### src/rtl/fetch_unit.sv
// fetch_unit: issues PC as imem requests under a credit limit, buffers responses in order, flushes on redirect.
// Optional FETCH_MISALIGN_CHECK_EN: word-aligns misaligned redirect targets and pulses misalign_err.
module fetch_unit #(
   parameter int FIFO_DEPTH = 2
) (
   input  logic        clk,
   input  logic        reset,
   input  logic [31:0] PC,
   input  logic        redirect_valid,
   input  logic [31:0] redirect_pc,
   output logic        is_branch,
   output logic [31:0] newPC,
   output logic        imem_req,
   output logic [31:0] imem_addr,
   input  logic        imem_gnt,
   input  logic        imem_rvalid,
   input  logic [31:0] imem_rdata,
   output logic        instr_valid,
   output logic [31:0] instr,
   output logic [31:0] instr_pc,
   input  logic        instr_ready
`ifdef FETCH_MISALIGN_CHECK_EN
   ,output logic       misalign_err
`endif
);
   localparam int AW = $clog2(FIFO_DEPTH);
   localparam int CW = AW + 1;
   logic [CW-1:0] fifo_cnt, outst, discard;
   logic [AW-1:0] wr_ptr, rd_ptr, pq_wr, pq_rd;
   logic [31:0] data_q [FIFO_DEPTH];
   logic [31:0] addr_q [FIFO_DEPTH];
   logic [31:0] pend_q [FIFO_DEPTH];
   logic [31:0] target;
   logic grant, push, pop;
   // occupied entries plus in-flight requests may never exceed the buffer, so responses always fit
   assign imem_req    = reset && !redirect_valid && (fifo_cnt + outst < CW'(FIFO_DEPTH));
   assign imem_addr   = PC;
   assign grant       = imem_req && imem_gnt;
   assign is_branch   = reset && (redirect_valid || !grant);
   assign newPC       = !reset ? '0 : redirect_valid ? target : PC;
   assign instr_valid = fifo_cnt != '0;
   assign instr       = data_q[rd_ptr];
   assign instr_pc    = addr_q[rd_ptr];
   assign push        = imem_rvalid && discard == '0 && !redirect_valid;
   assign pop         = instr_valid && instr_ready && !redirect_valid;
   always_ff @(posedge clk or negedge reset) begin
      if (!reset) begin
         fifo_cnt <= '0;
         outst    <= '0;
         discard  <= '0;
         wr_ptr   <= '0;
         rd_ptr   <= '0;
         pq_wr    <= '0;
         pq_rd    <= '0;
         for (int i = 0; i < FIFO_DEPTH; i++) begin
            data_q[i] <= '0;
            addr_q[i] <= '0;
            pend_q[i] <= '0;
         end
      end else begin
         outst <= outst + CW'(grant) - CW'(imem_rvalid);
         if (grant) begin
            pend_q[pq_wr] <= PC;
            pq_wr         <= pq_wr + AW'(1);
         end
         if (imem_rvalid) pq_rd <= pq_rd + AW'(1);
         if (redirect_valid) begin
            discard  <= outst - CW'(imem_rvalid);
            fifo_cnt <= '0;
            wr_ptr   <= '0;
            rd_ptr   <= '0;
         end else begin
            if (imem_rvalid && discard != '0) discard <= discard - CW'(1);
            if (push) begin
               data_q[wr_ptr] <= imem_rdata;
               addr_q[wr_ptr] <= pend_q[pq_rd];
               wr_ptr         <= wr_ptr + AW'(1);
            end
            if (pop) rd_ptr <= rd_ptr + AW'(1);
            fifo_cnt <= fifo_cnt + CW'(push) - CW'(pop);
         end
      end
   end
`ifdef FETCH_MISALIGN_CHECK_EN
   logic misaligned;
   assign misaligned = redirect_valid && (redirect_pc[1:0] != 2'b00);
   assign target     = {redirect_pc[31:2], 2'b00};
   always_ff @(posedge clk or negedge reset) begin
      if (!reset) misalign_err <= 1'b0;
      else misalign_err <= misaligned;
   end
`else
   assign target = redirect_pc;
`endif
endmodule

### config.mk
export PLATFORM = sky130hd
export DESIGN_NAME = fetch_unit
export DESIGN_NICKNAME = d
export VERILOG_FILES = /design/src/rtl/fetch_unit.sv
export SDC_FILE = /design/constraint.sdc
export NUM_CORES = 1
export LEC_CHECK = 0
export BUFFER_PORTS_ARGS = -buffer_cell sky130_fd_sc_hd__buf_2
export CAP_MARGIN = 15
export CORE_MARGIN = 3
export CORE_UTILIZATION = 56
export CTS_BUF_LIST = sky130_fd_sc_hd__clkbuf_4
export DETAILED_ROUTE_END_ITERATION = 6
export HOLD_SLACK_MARGIN = 0.08
export PLACE_DENSITY = 0.83
export SYNTH_ARGS = -nofsm -noshare
export SYNTH_HDL_FRONTEND = slang
export SYNTH_SLANG_ARGS = --single-unit
### constraint.sdc
create_clock -name clk -period 2.2 [get_ports clk]
set_input_delay 0.22 -clock clk [delete_from_list [all_inputs] [get_ports clk]]
set_output_delay 0.22 -clock clk [all_outputs]
set_load 0.1 [all_outputs]
==> results of run 1 <==
## kinds of logic after synthesis
group / synth area share
XOR/XNOR: 0.0134
flip-flops: 0.526
AND/OR/NAND/NOR: 0.0595
buffers and inverters: 0.0555
AO/OA/AOI/OAI: 0.0358
adder cells (fa/ha/maj): 0.00651
multiplexers: 0.303
## worst max-delay path by stage
stage / startpoint / to / slack [ns]
6_report: outst[1] / is_branch / 0.04
5_1_grt: fifo_cnt[1] / is_branch / -0.06
2_1_floorplan: redirect_valid / newPC[31] / 0.13
3_5_place_dp: outst[1] / pend_q[0] / 0.22
3_3_place_gp: outst[1] / pend_q[31] / 0.27
4_1_cts: fifo_cnt[1] / is_branch / -0.08
## cell type report
| type | instances | area (sq um) | share of cell area |
|---|---|---|---|
| inverter | 5 | 18.8 | 0.00144 |
| timing repair buffer | 321 | 3000 | 0.230 |
| multi-input combinational | 459 | 4120 | 0.316 |
| sequential | 202 | 5060 | 0.388 |
| clock buffer | 69 | 518 | 0.0398 |
| tap | 220 | 275 | 0.0211 |
| clock inverter | 10 | 38.8 | 0.00298 |
| antenna | 1 | 2.50 | 0.000192 |
## cells in the mapped netlist
library cell,number
nor2_1,39
and2_2,1
xnor2_2,2
and2b_1,1
or2_2,1
nand2b_1,1
buf_4,32
nand2_1,35
buf_12,3
mux2i_1,64
and2_1,1
nand3b_1,1
mux2_4,30
and4_1,1
xor2_1,4
a31oi_1,1
a21oi_1,34
inv_1,5
buf_2,15
buf_6,4
clkbuf_1,25
o21ai_0,32
nand4b_1,1
mux2_1,30
ha_1,5
nand4b_4,1
xnor2_1,7
mux2_2,132
dfrtp_1,202
nand3_1,1
nor2b_1,33
a211oi_1,1
## repair_timing
| item | 4_1_cts | 5_1_grt |
|---|---|---|
| pin swaps | 1 | 3 |
| cloned | 0 | 2 |
| gates resized for setup | 105 | 10 |
| endpoints found under the setup margin | 62 | 39 |
| hold endpoints to repair | 340 | 202 |
| setup buffers | 2 | 3 |
## metal layers
layer / wire length [microns] / global-route usage
met1: 9700 / 0.302
met2: 11900 / 0.419
met3: 1380 / 0.0647
met4: 534 / 0.0959
met5: 0 / 0
## registers in the layout (all words and copies together), names as in the netlist
signal    flops
wr_ptr        1
pq_wr         1
rd_ptr        1
addr_q       64
data_q       64
pend_q       64
discard       2
outst         2
fifo_cnt      2
pq_rd         1
## placed cells by master (no fill, tap or decap), types with 31 or more instances in the layout
cell type,count
mux2i_1,64
nand2_1,35
buf_6,42
clkbuf_4,69
dfrtp_1,199
buf_12,41
o21ai_0,32
dlygate4sd3_1,69
nor2b_2,31
mux2_2,132
nor2_1,38
a21oi_1,34
buf_2,133
## report_power, final
group          internal (uW)  total [uW]  switching, uW
Combinational           3910       11900           7950
Clock                   1430        2880           1450
Sequential              5440        6440           1000
Total                  10800       21200          10400
## worst max-delay path: cells and delay by family (launching register included)
family / cells / cell delay, ns
xor+xnor: 2 / 0.38
flops: 1 / 0.44
simple gates: 2 / 0.31
buf+inv: 1 / 0.16
## through the flow
stage / setup slack (ns) / TNS [ns] / power (uW)
2_1_floorplan: 0.126 / 0 / 15300
3_3_place_gp: 0.266 / 0 / 16900
3_5_place_dp: 0.221 / 0 / 17200
4_1_cts: -0.0751 / -0.0752 / 21000
5_1_grt: -0.0605 / -0.374 / 22200
6_report: 0.0405 / 0 / 21200
==> run summary, run 1 <==
CP max-delay cell -> dfrtp_2
CP Launch Type -> register
Final instance area -> 0.0130 sq mm
Clock slew at reported path FFs -> 0.07 ns
Dpl cell area -> 0.0113 sq mm
Post-synth cell types -> 32
Final Cycle Share -> 0.982
Crit Path Max Fanout -> 3
Num CTS Buffers -> 52
Routed WL per cell -> 18.2 microns
WP data arrival -> 1.94 ns
DRC -> 0
Critical path's largest stage delay -> 0.44 ns
Worst-margin pin slew -> 0.618 ns
Synth top area share -> 0.526
Routability cong. -> 0.770
Vias in the first global route -> 7314
CORE AREA -> 0.0167 sq mm
Via count -> 6776
Hold Path Class -> input port to async pin
Layout Skew -> 0.0426 ns
Final hold vios -> 202
Share of layout cells above drive strength 1 -> 0.496
Initial antenna violation count -> 1
Non-Filler Instances -> 1287
Input/output buffers -> 232
Ports -> 233
Vias/cell -> 5.26
CP most frequent cell -> xnor2_2
Net count, final -> 1148
Mapped cell area -> 0.00961 sq mm
Largest net degree at the start of global routing -> 119
H-tree Lvls -> 2
Peak Freq -> 0.463 GHz
Clock root cell -> clkbuf_4
Worst VDD drop -> 1.23 mV
Worst r2r path cells -> 7
Lkg Pwr -> 0.00628 uW
Syn_nets -> 852
Cells after synthesis -> 745
Drt pass-1 iters -> 4
Placed instance count -> 1131
Die Height -> 137 microns
Fin. max-slew vios -> 0
Post-synthesis sequential area ratio -> 0.526
Initial Util -> 0.575
CP endpoint kind -> output port
Dpl hpwl -> 13500 microns
Status -> finished with violations
Clock sinks -> 202
Cell Rows -> 47
GR Util All Layers -> 0.247
Power Density -> 1630 mW/mm^2
Reg2Reg Setup Slack -> 0.07 ns
Cell taking the most area after synthesis -> dfrtp_1
Remaining Overflow, GRT -> 0
Fillers -> 986
Seq cells post-synth -> 202
Max Cap Viol -> 0
RR Startpoint -> outst[1]
Routed wire length -> 23500 microns
First-pass GRT wire length -> 36800 microns
Critical path class -> register to output port
Die width -> 137 microns
Cts hold-fix bufs -> 69
Crit path required time -> 1.98 ns
Minimum clock period -> 2.16 ns
Clock latency at the later pin of the worst-skew pair -> 0.64 ns
Relative slew slack -> 0.588
Reg2reg end -> pend_q[0]
Avg Inst Size Synth -> 12.9 sq um
CP cell instances -> xnor2_2 > xnor2_2 > nand3_2 > and2_4 > buf_12
Area growth, synth to finish -> 35.5%
CTS tree -> built
Yosys Warn Count -> 0
Finished Core Util -> 0.780
Die ar. -> 0.0188 sq mm
Unrepaired setup endpoints after global routing -> yes
Initial drt markers -> 235
Failing checks -> negative hold slack
Maximum clock path buffer count -> 3
Routed Antenna Nets -> 0
Min Hold Slack -> -0.312 ns
Final Setup Violations -> 0
Synth top area cells -> dfrtp_1 53%, mux2_2 15%, mux2i_1 6.7%, mux2_4 4.7%, mux2_1 3.5%
Note: power is estimated with default switching activity, not from simulation.
==> run 2, diff against run 1 <==
CORE_UTILIZATION = 60   (was 56)
PLACE_DENSITY = 0.88   (was 0.83)
clock period = 2.6 ns   (was 2.2 ns; I/O delays follow)
==> run 2 against run 1 <==
  * The flow now finishes without violations
  * Cell count down 1.6%
  * Clock skew fell by 0.022 ns
  * Via count down 0.71%
  * First-iteration DRC count is 6.0% lower
  * Die area fell by 6.4%
  * Clock-buffer cell count grew 3
  * Flip-flop and latch count unchanged
  * Critical path type unchanged
  * Largest cell class unchanged
  * Highest routed layer unchanged
==> run summary, run 2 (same netlist as run 1, synthesis figures left out) <==
Total negative slack -> 0 ns
Area growth, synth to finish -> 25.1%
WP data arrival -> 2.22 ns
Critical path class -> register to output port
Clock sinks -> 202
Die Height -> 133 microns
CP endpoint kind -> output port
Placed instance count -> 1122
Crit Path Max Fanout -> 34
DRC -> 0
Relative slew slack -> 0.460
Final instance area -> 0.0120 sq mm
GR Util All Layers -> 0.252
Routed WL per cell -> 17.4 microns
Vias/cell -> 5.31
CP max-delay cell -> dfrtp_2
Commonest non-fill, non-tap cell in the layout -> buf_2
Remaining Overflow, GRT -> 0
Routability cong. -> 0.798
Unrepaired setup endpoints after global routing -> no
Reg2Reg Setup Slack -> 0.42 ns
CTS tree -> built
Ports -> 233
Crit path required time -> 2.34 ns
Final Cycle Share -> 0.953
Minimum clock period -> 2.48 ns
Fillers -> 959
RR Startpoint -> outst[1]
Status -> finished, final reports clean
Maximum clock path buffer count -> 3
Clock root cell -> clkbuf_4
Die ar. -> 0.0176 sq mm
Worst r2r path cells -> 4
Vias in the first global route -> 7376
Clock slew at reported path FFs -> 0.06 ns
Hold Path Class -> input port to register
HP Start -> redirect_valid
Largest regs -> addr_q: 64 flops, data_q: 64 flops, pend_q: 64 flops
Initial drt markers -> 221
Multi-input gate area -> 0.00403 sq mm
Peak Freq -> 0.404 GHz
CP cell instances -> buf_12 > mux2_2 > buf_2
Clock latency at the later pin of the worst-skew pair -> 0.61 ns
Die width -> 133 microns
Critical path's largest stage delay -> 0.62 ns
Share of layout cells above drive strength 1 -> 0.464
Dpl hpwl -> 13000 microns
CP Launch Type -> register
Routed wire length -> 22000 microns
Final Setup Violations -> 0
CORE AREA -> 0.0154 sq mm
Storage element area -> 0.00506 sq mm
Fin. max-slew vios -> 0
Cell Rows -> 45
Max Cap Viol -> 0
First-pass GRT wire length -> 36500 microns
Commonest cells after routing, fill and taps aside -> 227 x buf_2, 200 x dfrtp_1, 132 x mux2_2, 72 x clkbuf_4, 68 x dlygate4sd3_1
Num CTS Buffers -> 51
Reg2reg end -> pend_q[51]
Drt pass-1 iters -> 4
Input/output buffers -> 232
Largest net degree at the start of global routing -> 97
Worst-margin pin slew -> 0.811 ns
Final hold vios -> 0
Dpl cell area -> 0.0108 sq mm
Layout Skew -> 0.0206 ns
Non-Filler Instances -> 1267
Hold Path End -> rd_ptr
Via count -> 6728
Initial antenna violation count -> 1
Routed Antenna Nets -> 0
H-tree Lvls -> 2
Net count, final -> 1139
Setup Fix Bufs, Post-CTS -> 0
WHS Path Cells -> 3
Initial Util -> 0.623
-- run 2: changes by cell type in the layout (fill, tap and decap cells not counted), moves of 3 or more --
| cell | change |
|---|---|
| buf_2 | +94 |
| buf_6 | -42 |
| nor2b_1 | +31 |
| nor2b_2 | -31 |
| buf_12 | -30 |
| buf_4 | -24 |
| clkinv_1 | -4 |
| clkbuf_4 | +3 |
-- run 2: layout make-up --
cell class                 count  share of cell area
antenna                        1            0.000208
clock buffer                  72              0.0449
clock inverter                 4             0.00135
inverter                       5             0.00156
multi-input combinational    459               0.335
sequential                   202               0.421
tap                          211              0.0220
timing repair buffer         313               0.174
-- run 2: layer usage --
metal,part of all wire,track usage,wire (microns),vias to the layer above
met2,0.52,0.448,11400,216
met3,0.049,0.0494,1080,36
met4,0.018,0.0820,401,0
met5,0,0,0,-
li1,-,-,-,3130
met1,0.42,0.311,9180,3346
-- run 2: critical path, delay by kind of cell, from the launching register on --
| family | cells | cell delay, ns |
|---|---|---|
| flops | 1 | 0.62 |
| buf+inv | 2 | 0.57 |
| mux | 1 | 0.39 |
-- run 2: worst max path at each step --
| stage | start | end | slack (ns) | depth (start not counted) |
|---|---|---|---|---|
| after floorplan | redirect_valid | newPC[30] | 0.12 | 4 |
| after global placement | outst[1] | pend_q[37] | 0.44 | 4 |
| after detailed placement | outst[1] | pend_q[44] | 0.38 | 4 |
| after CTS | rd_ptr | instr[18] | 0.07 | 3 |
| after global routing | rd_ptr | instr[18] | 0.01 | 3 |
| final | rd_ptr | instr[24] | 0.12 | 3 |
-- run 2: through the flow --
stage,util,setup slack [ns],hold WS [ns]
after floorplan,-,0.119,-0.0356
after global placement,0.699,0.439,0.310
after detailed placement,0.699,0.379,0.311
after CTS,0.779,0.0678,0.179
after global routing,0.780,0.0129,0.216
final,0.780,0.122,0.233
-- run 2: what timing repair did --
action | in CTS | in global routing
endpoints found under the setup margin | 0 | 1
gates resized for setup | 0 | 0
endpoints found under the hold margin | 218 | 0
hold buffers | 68 | 0
Power of run 2 is left out: the tool's default activity adds up to more than one toggle a clock period on the data nets, which glitch-free logic cannot reach.
==> run 3, diff against run 2 <==
CORE_UTILIZATION = 55   (was 60)
PLACE_DENSITY = 0.82   (was 0.88)
==> run 3 against run 2 <==
  * Hold slack better by 0.013 ns
  * Clock skew up 0.019 ns
  * Flip-flop and latch count unchanged
  * Critical path type unchanged
  * Largest cell class unchanged
==> run summary, run 3 (same netlist as run 1, synthesis figures left out) <==
Status -> finished, final reports clean
CTS tree -> built
CP endpoint kind -> output port
Layout Skew -> 0.0394 ns
Input/output buffers -> 232
Clock root cell -> clkbuf_4
H-tree Lvls -> 2
Worst-margin pin slew -> 0.713 ns
Die ar. -> 0.0191 sq mm
Clock latency at the later pin of the worst-skew pair -> 0.65 ns
Total negative slack -> 0 ns
Relative slew slack -> 0.524
Max Cap Viol -> 0
Fin. max-slew vios -> 0
Reg2Reg Setup Slack -> 0.39 ns
Critical path class -> register to output port
Largest regs -> addr_q: 64 flops, data_q: 64 flops, pend_q: 64 flops
Die Height -> 138 microns
DRC -> 0
Global routing usage on met2 -> 0.409
Worst Setup Slack post-DPL -> 0.345 ns
Final Cycle Share -> 0.939
CORE AREA -> 0.0168 sq mm
CP Launch Type -> register
Peak Freq -> 0.409 GHz
Final hold vios -> 0
Final WS setup -> 0.158 ns
Vias/cell -> 5.12
Net count, final -> 1142
Initial Util -> 0.571
Ant. Diodes -> 0
Crit Path Max Fanout -> 40
Die width -> 138 microns
Dpl hpwl -> 13000 microns
Hold Path Class -> input port to async pin
Minimum clock period -> 2.44 ns
Met3 global-route usage -> 0.0535
Largest net degree at the start of global routing -> 104
Routed WL per cell -> 16.8 microns
Worst setup path startpoint -> rd_ptr
Initial drt markers -> 264
WP data arrival -> 2.18 ns
Area growth, synth to finish -> 25.3%
Clock slew at reported path FFs -> 0.06 ns
Drt pass-1 iters -> 4
Commonest non-fill, non-tap cell in the layout -> buf_2
Crit path required time -> 2.34 ns
Remaining Overflow, GRT -> 0
Vias in the first global route -> 7235
Via count -> 6597
Most Crowded Layer GR -> met2
Grt met1 use -> 0.276
Unrepaired setup endpoints after global routing -> no
GR Util All Layers -> 0.229
Routed Antenna Nets -> 0
Ports -> 233
Share of layout cells above drive strength 1 -> 0.465
RR Startpoint -> fifo_cnt[1]
Commonest cells after routing, fill and taps aside -> 230 x buf_2, 200 x dfrtp_1, 132 x mux2_2, 77 x clkbuf_4, 69 x dlygate4sd3_1
Num CTS Buffers -> 53
Cell Rows -> 47
Routability cong. -> 0.781
Final Setup Violations -> 0
Clock sinks -> 202
Maximum clock path buffer count -> 3
Routed wire length -> 21600 microns
First-pass GRT wire length -> 36300 microns
Initial antenna violation count -> 0
[run 3: cell types whose count changed in the layout (fill, tap and decap cells not counted)]
| cell | previous run | this run |
|---|---|---|
| dlygate4sd3_1 | 68 | 69 |
| clkbuf_8 | 1 | 0 |
| buf_8 | 0 | 1 |
| clkinv_1 | 3 | 7 |
| clkinv_2 | 1 | 4 |
| buf_4 | 6 | 8 |
| diode_2 | 1 | 0 |
| buf_12 | 11 | 6 |
| clkbuf_4 | 72 | 77 |
| buf_2 | 227 | 230 |
[run 3: per-layer routing]
metal,share of wire,vias to the layer above
li1,-,3152
met1,0.41,3211
met2,0.52,208
met3,0.054,26
met4,0.015,0
met5,0,-
[run 3: worst max-delay path, stage by stage, from the launching register on]
cell	delay [ns]
dfrtp_2	0.35
buf_4	0.45
mux2_2	0.41
buf_2	0.30
[run 3: layout make-up]
class	instances	area (sq um)
Sequential cell	202	5060
Fill cell	1195	4770
Multi-Input combinational cell	459	4030
Timing Repair Buffer	314	2040
Clock buffer	77	578
Tap cell	220	275
Clock inverter	11	46.3
Inverter	5	18.8
[run 3: worst paths after layout]
check,endpoint,cells past startpoint
worst max-delay path,instr[19],3
worst min-delay path,data_q[63],3
worst max register to register,pend_q[44],4
worst min register to register,addr_q[5],2
max in group asynchronous,pend_q[50],4
min in group clk,data_q[63],3
[run 3: what timing repair did]
item,4_1_cts,5_1_grt
endpoints found under the hold margin,194,0
setup buffers,0,0
resized for setup,0,0
hold buffers,69,0
[run 3: metrics by stage]
stage	std cells	area, sq um	utilization	hold slack, ns
2_1_floorplan	745	9610	-	-0.0356
3_3_place_gp	1131	10700	0.638	0.320
3_5_place_dp	1131	10700	0.638	0.312
4_1_cts	1288	12000	0.716	0.218
5_1_grt	1288	12000	0.716	0.252
6_report	1288	12000	0.716	0.246
Power of run 3 is left out for the same reason.
